$ cat config.mk
export PLATFORM = sky130hd
export DESIGN_NAME = seg7_scan_ctrl
export DESIGN_NICKNAME = d
export VERILOG_FILES = /design/src/rtl/seg7_scan_ctrl.sv
export SDC_FILE = /design/constraint.sdc
export NUM_CORES = 1
export LEC_CHECK = 0
export CAP_MARGIN = 10
export CORE_ASPECT_RATIO = 1.75
export CORE_UTILIZATION = 60
export CTS_BUF_LIST = sky130_fd_sc_hd__clkbuf_8
export DETAILED_ROUTE_END_ITERATION = 6
export DONT_BUFFER_PORTS = 1
export GPL_ROUTABILITY_DRIVEN = 0
export GPL_TIMING_DRIVEN = 1
export PLACE_DENSITY = 0.76
export SYNTH_ARGS = -nofsm -noshare
export SYNTH_HDL_FRONTEND = slang
export SYNTH_SLANG_ARGS = --single-unit
$ cat constraint.sdc
create_clock -name clk -period 4.5 [get_ports clk]
set_input_delay 0.9 -clock clk [delete_from_list [all_inputs] [get_ports clk]]
set_output_delay 0.9 -clock clk [all_outputs]
set_load 0.02 [all_outputs]
$ cat src/rtl/seg7_scan_ctrl.sv
// Multiplexed scan controller for a common-cathode 7-segment display.
// Shares one BCD decoder across digits; new contents commit only at frame boundaries.
module seg7_scan_ctrl #(
    parameter int unsigned NUM_DIGITS   = 4,
    parameter int unsigned DWELL        = 1000,
    parameter int unsigned BLANK_CYCLES = 2
) (
    input  logic                      clk,
    input  logic                      reset,
    input  logic                      load_valid,
    output logic                      load_ready,
    input  logic [4*NUM_DIGITS-1:0]   load_data,
    input  logic                      lz_en,
    output logic [3:0]                bcd_out,
    output logic [NUM_DIGITS-1:0]     dig_en,
    output logic                      frame_done
);

    localparam int unsigned IDX_W   = (NUM_DIGITS > 1) ? $clog2(NUM_DIGITS) : 1;
    localparam int unsigned CNT_MAX = (DWELL > BLANK_CYCLES) ? DWELL : BLANK_CYCLES;
    localparam int unsigned CNT_W   = $clog2(CNT_MAX + 1);

    typedef enum logic {
        ST_BLANK = 1'b0,
        ST_SHOW  = 1'b1
    } state_t;

    state_t                  r_state;
    logic [CNT_W-1:0]        r_cnt;
    logic [IDX_W-1:0]        r_idx;
    logic [3:0]              r_active [NUM_DIGITS];
    logic [4*NUM_DIGITS-1:0] r_shadow;
    logic                    r_pending;
    logic                    r_load_ready;
    logic [NUM_DIGITS-1:0]   r_dig_en;
    logic [3:0]              r_bcd;
    logic                    r_frame_done;

    state_t                  w_state_nxt;
    logic [CNT_W-1:0]        w_cnt_nxt;
    logic [IDX_W-1:0]        w_idx_nxt;
    logic [NUM_DIGITS-1:0]   w_zero_from;
    logic [3:0]              w_digit;
    logic                    w_blank;
    logic                    w_commit;
    logic                    w_xfer;
    logic [NUM_DIGITS-1:0]   w_dig_en_nxt;
    logic [3:0]              w_bcd_nxt;

    assign load_ready = r_load_ready;
    assign dig_en     = r_dig_en;
    assign bcd_out    = r_bcd;
    assign frame_done = r_frame_done;

    // w_zero_from[i]: digit i and every more significant digit hold zero
    always_comb begin
        w_zero_from = '0;
        for (int i = 0; i < NUM_DIGITS; i++) begin
            w_zero_from[i] = 1'b1;
            for (int j = i; j < NUM_DIGITS; j++) begin
                if (r_active[j] != 4'd0) begin
                    w_zero_from[i] = 1'b0;
                end
            end
        end
    end

    // Next state, commit/transfer strobes and next registered outputs
    always_comb begin
        w_state_nxt  = r_state;
        w_cnt_nxt    = r_cnt + CNT_W'(1);
        w_idx_nxt    = r_idx;
        w_commit     = 1'b0;
        w_xfer       = load_valid && !r_pending;
        w_dig_en_nxt = '0;
        w_bcd_nxt    = 4'd0;

        case (r_state)
            ST_BLANK: begin
                if (r_cnt == CNT_W'(BLANK_CYCLES - 1)) begin
                    w_state_nxt = ST_SHOW;
                    w_cnt_nxt   = '0;
                end
            end
            ST_SHOW: begin
                if (r_cnt == CNT_W'(DWELL - 1)) begin
                    w_state_nxt = ST_BLANK;
                    w_cnt_nxt   = '0;
                    if (r_idx == IDX_W'(NUM_DIGITS - 1)) begin
                        w_idx_nxt = '0;
                        w_commit  = 1'b1;
                    end else begin
                        w_idx_nxt = r_idx + IDX_W'(1);
                    end
                end
            end
            default: begin
                w_state_nxt = ST_BLANK;
                w_cnt_nxt   = '0;
            end
        endcase

        // Outputs are looked up for the slot the FSM is entering
        w_digit = r_active[w_idx_nxt];
        w_blank = (w_digit > 4'd9) ||
                  (lz_en && (w_idx_nxt != '0) && w_zero_from[w_idx_nxt]);
        if ((w_state_nxt == ST_SHOW) && !w_blank) begin
            w_dig_en_nxt = NUM_DIGITS'(1) << w_idx_nxt;
            w_bcd_nxt    = w_digit;
        end
    end

    always_ff @(posedge clk or posedge reset) begin
        if (reset) begin
            r_state      <= ST_BLANK;
            r_cnt        <= '0;
            r_idx        <= '0;
            for (int i = 0; i < NUM_DIGITS; i++) begin
                r_active[i] <= 4'hF;
            end
            r_shadow     <= '0;
            r_pending    <= 1'b0;
            r_load_ready <= 1'b1;
            r_dig_en     <= '0;
            r_bcd        <= 4'd0;
            r_frame_done <= 1'b0;
        end else begin
            r_state      <= w_state_nxt;
            r_cnt        <= w_cnt_nxt;
            r_idx        <= w_idx_nxt;
            r_dig_en     <= w_dig_en_nxt;
            r_bcd        <= w_bcd_nxt;
            r_frame_done <= w_commit;
            if (w_xfer) begin
                r_shadow <= load_data;
            end
            // A load landing on the commit cycle with nothing pending bypasses the shadow
            if (w_commit) begin
                r_pending    <= 1'b0;
                r_load_ready <= 1'b1;
                if (r_pending) begin
                    for (int i = 0; i < NUM_DIGITS; i++) begin
                        r_active[i] <= r_shadow[4*i +: 4];
                    end
                end else if (w_xfer) begin
                    for (int i = 0; i < NUM_DIGITS; i++) begin
                        r_active[i] <= load_data[4*i +: 4];
                    end
                end
            end else if (w_xfer) begin
                r_pending    <= 1'b1;
                r_load_ready <= 1'b0;
            end
        end
    end

endmodule

# Word-level counts from Yosys, hierarchy flattened

Cells that the tools add are included.

Bits in registers: 56
Input bits: 20
Output and inout bits: 10

$add $sub $neg: 2
$lt $le $gt $ge: 3
Equal/unequal tests: 3
Shift-type cells: 1
Multiplexer cells: 35
Bitwise operators: 2
Reduce and logical (&&, ||, !) cells: 15

Operator list:

| cell                                                                 | number |
|---|---|
| 16-bit 2-to-1 mux                                                    | 2 |
| 1-bit 2-to-1 mux                                                     | 20 |
| 10-bit 2-to-1 mux                                                    | 2 |
| 10-bit case mux with 2 select lines                                  | 1 |
| 4-bit 2-to-1 mux                                                     | 4 |
| 4-bit nonzero test                                                   | 4 |
| 10-bit by 1-bit adder with 10-bit output, second input constant      | 1 |
| 10-bit by 1-bit == test with 1-bit output, second input constant     | 1 |
| 10-bit == test, second input constant                                | 1 |
| 4-bit binary-select mux with 2-bit select                            | 1 |
| 2-bit 2-to-1 mux                                                     | 3 |
| 2-bit nonzero test                                                   | 3 |
| 4-bit greater-than comparator, second input constant                 | 1 |
| 1-bit logical AND                                                    | 4 |
| 1-bit by 2-bit << shifter with 4-bit output, first input constant    | 1 |
| 3-bit greater-or-equal comparator, second input constant             | 1 |
| 2-bit by 3-bit < comparator with 1-bit output, second input constant | 1 |
| 2-bit inverter with 3-bit output                                     | 1 |
| 2-bit by 1-bit adder with 2-bit output, second input constant        | 1 |
| 1-bit binary-select mux with 2-bit select                            | 1 |
| 2-bit == test, second input constant                                 | 1 |
| 1-bit logical NOT                                                    | 2 |
| 1-bit case mux with 2 select lines                                   | 1 |
| 2-bit AND reduction                                                  | 1 |
| 2 further kinds                                                      | 2 |

# Depth between registers and ports, before layout

Gate-level depths: netlist of the first run.

Depth after elaboration: 13
Gate-level depth with buffers: 8

# Worst setup path after synthesis of the first run

OpenSTA, ideal clock, no wires.

Path kind: reg-to-reg
Start point: reg r_idx[0]
End point: reg r_bcd[1], in the netlist bcd_out[1]
Data arrival time: 2.134 ns
Data required time: 4.380 ns
Slack: 2.246 ns
Cell stages (with the launch flop): 8
Path buffers: 1
Period minus slack after synthesis: 2.254 ns
Path through: dfrtp_1 -> ha_1 -> inv_1 -> or4_4 -> and2_1 -> buf_6 -> o211ai_1 -> and3b_1

Word-level cells in the longest chain between the ends: 13

Ends and longest elaborated chain:

| element                                                                        | RTL line | text |
|---|---|---|
| start, declared                                                                | 30       | `logic [IDX_W-1:0] r_idx;` |
| start signal, assigned                                                         | 130      | `r_idx <= w_idx_nxt;` |
| 2-bit by 1-bit adder with 2-bit output / 2-bit == test (equally long branches) | 93, 89   |  |
| 2-bit 2-to-1 mux                                                               | 89       | `if (r_idx == IDX_W'(NUM_DIGITS - 1)) begin` |
| 2-bit 2-to-1 mux                                                               | 86       | `if (r_cnt == CNT_W'(DWELL - 1)) begin` |
| 2-bit 2-to-1 mux (*)                                                           | 78       | `case (r_state)` |
| 2-bit inverter with 3-bit output (implied by the code)                         | 104      | `w_digit = r_active[w_idx_nxt];` |
| 4-bit binary-select mux with 2-bit select                                      | 104      |  |
| 4-bit 2-to-1 mux (implied by the code) (2 in a row)                            | 104      |  |
| 4-bit greater-than comparator                                                  | 105      | `w_blank = (w_digit > 4'd9) \|\|` |
| 1-bit logical OR                                                               | 105      |  |
| 1-bit logical NOT                                                              | 107      | `if ((w_state_nxt == ST_SHOW) && !w_blank) begin` |
| 1-bit logical AND                                                              | 107      |  |
| 4-bit 2-to-1 mux (*)                                                           | 107      |  |
| via w_bcd_nxt[1]                                                               | 48       | `logic [3:0] w_bcd_nxt;` |
| end signal, assigned                                                           | 132      | `r_bcd <= w_bcd_nxt;` |
| end, declared                                                                  | 36       | `logic [3:0] r_bcd;` |

The timed path passes the listed nets; every way through them passes the cells marked *. The select of a mux whose other input is x is not followed.
A chain may end at the register's enable or synchronous reset.

# Worst setup path after layout of the first run

Start point: reg r_cnt[0]
End point: reg r_active[12] in the netlist's numbering

Word-level cells in the longest chain between the ends: 4

Ends and longest elaborated chain:

| element                              | RTL line | text |
|---|---|---|
| start, declared                      | 29       | `logic [CNT_W-1:0] r_cnt;` |
| start signal, assigned               | 129      | `r_cnt <= w_cnt_nxt;` |
| 10-bit == test                       | 86       |  |
| 1-bit 2-to-1 mux                     | 86       |  |
| 1-bit 2-to-1 mux                     | 78       |  |
| 2-bit AND reduction (no source line) | -        |  |
| end signal, assigned by index        | 143      | `r_active[i] <= r_shadow[4*i +: 4];` |
| end signal, assigned by index        | 147      | `r_active[i] <= load_data[4*i +: 4];` |
| end, declared                        | 31       | `logic [3:0] r_active [NUM_DIGITS];` |

No other way between the ends.

==> run_results.csv, run 1 <==
group,metric,value,unit
critical_path,start_kind,"register",
global_routing,grt_usage,23.3,%
clock_network,ctsResizeCount,0,
floorplan,die_area,4890,sq um
floorplan,initial_core_util,62.8,%
critical_path,crit_type,"reg -> reg",
sta,fin_skew,0.00926,ns
global_routing,grt_max_degree,38,
sta,finalHoldViolations,0,
detailed_routing,drt_pass1_iterations,4,
sta,setup_viol,0,
sta,slew_violations,0,
synthesis,synth.avg_cell_area,12.0,sq um
global_routing,antenna_found_initial,0,
critical_path,crit_arrival,2.97,ns
synthesis,ys.flop_type,"dfrtp_1",
cells_and_area,stdcell_area,2900,sq um
floorplan,rows,32,
sta,max-slew-margin-rel,32.1,%
critical_path,cp-end-kind,"register",
synthesis,synth_top_area_share,35.3,%
synthesis,synth_warnings,0,
critical_path,cp_max_fo,32,
synthesis,seq_area_frac_synth,51.5,%
cells_and_area,n_antenna_cell,0,
sta,fin_ws,1.74,ns
clock_network,cts-root-buf,"clkbuf_8",
run_status,status,"finished, final reports clean",
pwr,worst_ir_drop_vdd,0.283,mV
global_routing,overflow,0,
global_routing,first_global_vias,1848,
floorplan,ios,30,
clock_network,cts.sinks,56,
synthesis,synthTopCellsByCount,"dfrtp_1 (39), mux2i_1 (21), nand2_1 (21), nor2_1 (21), dfstp_2 (17)",
place,place_area,2800,sq um
clock_network,cts-htree-levels,2,
synthesis,ys_types,42,
critical_path,worstPathRequired,4.71,ns
detailed_routing,antenna_left,0,
floorplan,core_area,4400,sq um
clock_network,clk_pin_slew,0.10,ns
synthesis,synth_nets,254,
place,place_ws,1.68,ns
synthesis,yosys.cell_count.top_type,"dfrtp_1",
pwr,p_leak,1.30,nW
detailed_routing,drc,0,
clock_network,cts_buffer_depth,2,
detailed_routing,num_vias,1697,
clock_network,cts_tree,"done",
detailed_routing,routed_wl,4870,um
synthesis,synth_area_leader_cell,"dfrtp_1",
synthesis,syn-cell-area,2760,sq um
place,numPortBuffers,0,
synthesis,synth_area_leaders,"dfrtp_1 (35%), dfstp_2 (16%), mux2i_1 (7.6%)",
cells_and_area,layout.nets,254,
synthesis,synth_edf_count,0,
place,hpwl,3670,um
sta,period_minus_slack,2.76,ns
critical_path,reg2reg_depth,5,
global_routing,grt_pass1_wl,8350,um
cells_and_area,fill_cells,351,
synthesis,synth_cells,231,
detailed_routing,routedWlPerCell,17.2,um
sta,rsz0062_at_grt,"no",
sta,fin_hold_ws,0.450,ns
cells_and_area,drive_above_1_share,24.6,%
floorplan,die_width,53.3,um
worst_hold_path,hp-class,"in -> async",
cells_and_area,areaGrowthSynthToFinish,4.75,%
synthesis,synth_seq_cells,56,
pwr,p_per_area,291,nW/um^2
clock_network,cts_inserted_buffers,5,
clock_network,clock_latency,0.30,ns
detailed_routing,drtIter0Drc,16,
clock_network,ctsHoldBuffers,0,
sta,tightest_slew,1.01,ns
synthesis,async_flop_share,100,%
sta,period_share,61.4,%
run,cap_violations,0,
clock_network,cts_setup_buffers,0,
sta,final.setup.tns,0,ns
sta,max_freq,362,MHz
detailed_routing,drt-vias-per-instance,6.00,
floorplan,die_y,91.8,um
[stage by stage]
stage | util, % | power (mW) | instances
4_1_cts | 65.7 | 0.853 | 283
5_1_grt | 65.7 | 0.877 | 283
2_1_floorplan | - | 0.567 | 231
6_report | 65.7 | 0.843 | 283
3_5_place_dp | 63.6 | 0.575 | 275
3_3_place_gp | 63.6 | 0.574 | 275
[final cells by class]
class | instances | area (sq um) | area share [%]
clock buffer | 6 | 82.6 | 2.85
clock inverter | 2 | 11.3 | 0.389
inverter | 11 | 53.8 | 1.86
multi-input combinational | 155 | 1250 | 43.0
sequential | 56 | 1420 | 49.1
tap | 51 | 63.8 | 2.20
timing repair buffer | 2 | 15.0 | 0.519
[cell usage in the layout (no fill, tap or decap), drive strengths merged, types with 2 or more instances in the layout]
cell / instances
a2111oi: 2
and3: 3
buf: 2
clkbuf: 6
dfrtp: 39
dfstp: 17
ha: 3
inv: 11
mux2: 16
mux2i: 21
mux4: 8
nand2: 22
nand3: 6
nand4: 3
nor2: 21
nor2b: 3
nor3: 3
nor4: 2
nor4b: 2
o211ai: 3
o21ai: 17
xnor2: 6
xor2: 2
[worst max-delay path: stages, from the launching register on]
cell and delay [ns]:
dfrtp_1 0.42, ha_1 0.27, nand4_4 0.16, nor4b_1 0.45
nand4b_1 0.90, o21ai_0 0.46
[worst paths after layout]
| kind | start | endpoint | slack (ns) |
|---|---|---|---|
| max | r_cnt[0] | r_active[12] | 1.74 |
| min | reset | frame_done | 0.45 |
| max reg2reg | r_cnt[0] | r_active[12] | 1.74 |
| min reg2reg | r_active[1] | r_active[1] | 0.50 |
| max in group asynchronous | reset | r_active[7] | 3.21 |
| min in group clk | r_active[1] | r_active[1] | 0.50 |
[routing by layer]
layer	track usage (%)	vias to the layer above	part of all wire (%)
li1	-	812	-
met1	26.6	837	38
met2	39.9	35	56
met3	3.32	13	2.7
met4	12.1	0	3.1
met5	0	-	0
[sequential cells by signal, indices dropped and copies added, names as in the netlist]
register    count
dig_en          4
bcd_out         4
r_pending       1
r_cnt          10
r_state         1
load_ready      1
r_shadow       16
r_idx           2
r_active       16
frame_done      1
[power by group]
group	switching, mW	leakage (nW)	internal (mW)	total, mW
clock	0.155	0.0486	0.123	0.278
combinational	0.0180	0.592	0.0191	0.0371
sequential	0.00744	0.656	0.520	0.528
[cell families (layout without fill, tap and decap cells)]
| group | Yosys count | count (layout) | synth area share [%] |
|---|---|---|---|
| xor gates and xnor gates | 8 | 8 | 2.54 |
| adders and majority gates | 3 | 3 | 1.36 |
| DFF | 56 | 56 | 51.5 |
| AOI/OAI and AO/OA | 27 | 27 | 6.52 |
| muxes | 45 | 45 | 20.6 |
| and+or+nand+nor | 72 | 72 | 14.0 |
| buffers and inverters | 20 | 21 | 3.44 |
Power figures use the tool's default switching activity.
==> run 2: changes to the inputs <==
==> constraint.sdc (replaced) <==
create_clock -name clk -period 2.9 [get_ports clk]
set_input_delay 0.58 -clock clk [delete_from_list [all_inputs] [get_ports clk]]
set_output_delay 0.58 -clock clk [all_outputs]
set_load 0.02 [all_outputs]
==> run_results.csv, run 2 (synthesis results as in run 1) <==
group,metric,value,unit
detailed_routing,antenna_left,0,
cells_and_area,n_antenna_cell,0,
clock_network,cts_buffer_depth,2,
critical_path,cp-end-kind,"register",
sta,tightest_slew,0.969,ns
detailed_routing,drtIter0Drc,28,
clock_network,clock_latency,0.31,ns
global_routing,first_global_vias,1859,
pwr,p_leak,1.31,nW
pwr,intPower,1.03,mW
sta,fin_hold_ws,0.367,ns
sta,max_freq,408,MHz
critical_path,start_kind,"register",
cells_and_area,final_common_cell,"dfrtp_1",
critical_path,worstPathRequired,3.10,ns
clock_network,cts_setup_buffers,0,
clock_network,ctsHoldBuffers,0,
sta,setup_viol,0,
place,hpwl,3620,um
detailed_routing,num_vias,1707,
floorplan,die_area,4890,sq um
cells_and_area,fill_cells,355,
cells_and_area,layoutNonFillerInstCount,286,
cells_and_area,final_cell_mix,"dfrtp_1 (39), nand2_1 (21), nor2_1 (21), mux2i_1 (21), dfstp_2 (17)",
sta,slew_violations,0,
detailed_routing,routedWlPerCell,16.9,um
pwr,switching_power,0.276,mW
clock_network,cts_tree,"done",
run,cap_violations,0,
pwr,p_per_area,447,nW/um^2
floorplan,core_area,4400,sq um
global_routing,grt_max_degree,49,
detailed_routing,drt_pass1_iterations,4,
global_routing,grt_pass1_wl,8320,um
pwr,comb_power_share,4.5,%
detailed_routing,drt-vias-per-instance,5.97,
cells_and_area,layout.nets,257,
floorplan,die_width,53.3,um
detailed_routing,routed_wl,4850,um
sta,finalHoldViolations,0,
floorplan,initial_core_util,62.8,%
floorplan,rows,32,
sta,period_share,84.6,%
clock_network,ctsResizeCount,0,
critical_path,crit_arrival,2.65,ns
pwr,swShare,21.2,%
place,numPortBuffers,0,
clock_network,cts-htree-levels,2,
sta,period_minus_slack,2.45,ns
floorplan,die_y,91.8,um
global_routing,overflow,0,
sta,final.setup.tns,0,ns
floorplan,ios,30,
worst_hold_path,hp-class,"in -> async",
place,dp.cells,278,
run_status,status,"finished, final reports clean",
global_routing,grt_usage,23.4,%
clock_network,clk_pin_slew,0.09,ns
global_routing,antenna_found_initial,0,
detailed_routing,drc,0,
cells_and_area,areaGrowthSynthToFinish,5.43,%
sta,rsz0062_at_grt,"no",
pwr,seqPwrFrac,62.9,%
clock_network,cts.sinks,56,
sta,fin_skew,0.00515,ns
pwr,totalPowerFinal,1.30,mW
pwr,worst_ir_drop_vdd,0.405,mV
pwr,power_frac_clock,32.6,%
clock_network,cts_inserted_buffers,5,
critical_path,cp_max_fo,6,
critical_path,crit_type,"reg -> reg",
sta,max-slew-margin-rel,35.3,%
cells_and_area,drive_above_1_share,25.1,%
cells_and_area,reg_top3,"r_active: 16 flops, r_shadow: 16 flops, r_cnt: 10 flops",
clock_network,cts-root-buf,"clkbuf_8",
## run 2: cell count changes in the layout (fill, tap and decap cells not counted)
cell | previous run | this run
buf_4 | 2 | 5
inv_1 | 10 | 11
clkinvlp_4 | 1 | 0
## run 2: layout make-up
type	count	area [sq um]	area share [%]
flip-flops and latches	56	1420	48.8
multi-input cells	155	1250	42.8
clock buffers	6	82.6	2.83
well taps	51	63.8	2.19
inverters	11	53.8	1.85
repair buffers	5	37.5	1.29
clock inverters	2	7.51	0.258
## run 2: metrics by stage
step / util, % / worst slack (ns) / instance area, sq um
2_1_floorplan: - / 0.646 / 2760
3_3_place_gp: 64.1 / 0.538 / 2820
3_5_place_dp: 64.1 / 0.417 / 2820
4_1_cts: 66.2 / 0.453 / 2910
5_1_grt: 66.2 / 0.259 / 2910
6_report: 66.2 / 0.447 / 2910
## run 2: power by group through the flow
stage / Clock [mW] / Sequential (mW) / Combinational [mW]
floorplan: 0 / 0.831 / 0.0486
global placement: 0 / 0.833 / 0.0584
detailed placement: 0 / 0.834 / 0.0603
CTS: 0.438 / 0.820 / 0.0603
global route: 0.467 / 0.823 / 0.0661
finish: 0.424 / 0.819 / 0.0587
## run 2: final timing paths
path / from / end / slack [ns] / cells after the start
setup / recovery: r_idx[1] / bcd_out[0] / 0.45 / 6
hold / removal: reset / frame_done / 0.37 / 1
setup reg to reg: r_idx[1] / bcd_out[0] / 0.45 / 6
hold reg to reg: r_active[1] / r_active[1] / 0.50 / 2
max in group asynchronous: reset / r_active[4] / 1.80 / 2
min in group clk: load_data[11] / r_shadow[11] / 0.42 / 1
## run 2: metal layers
metal	global-route usage [%]	part of all wire, %	vias to the layer above
met3	4.81	3.5	15
met5	0	0	-
li1	-	-	822
met4	11.4	3.3	0
met2	39.8	54	39
met1	26.6	40	831
## run 2: worst max-delay path: stages, from the launching register on
cell and delay [ns]:
dfrtp_1 0.50, ha_1 0.38, inv_1 0.17, mux4_2 0.51, mux2i_1 0.52, nor2b_1 0.21, nor3_1 0.06
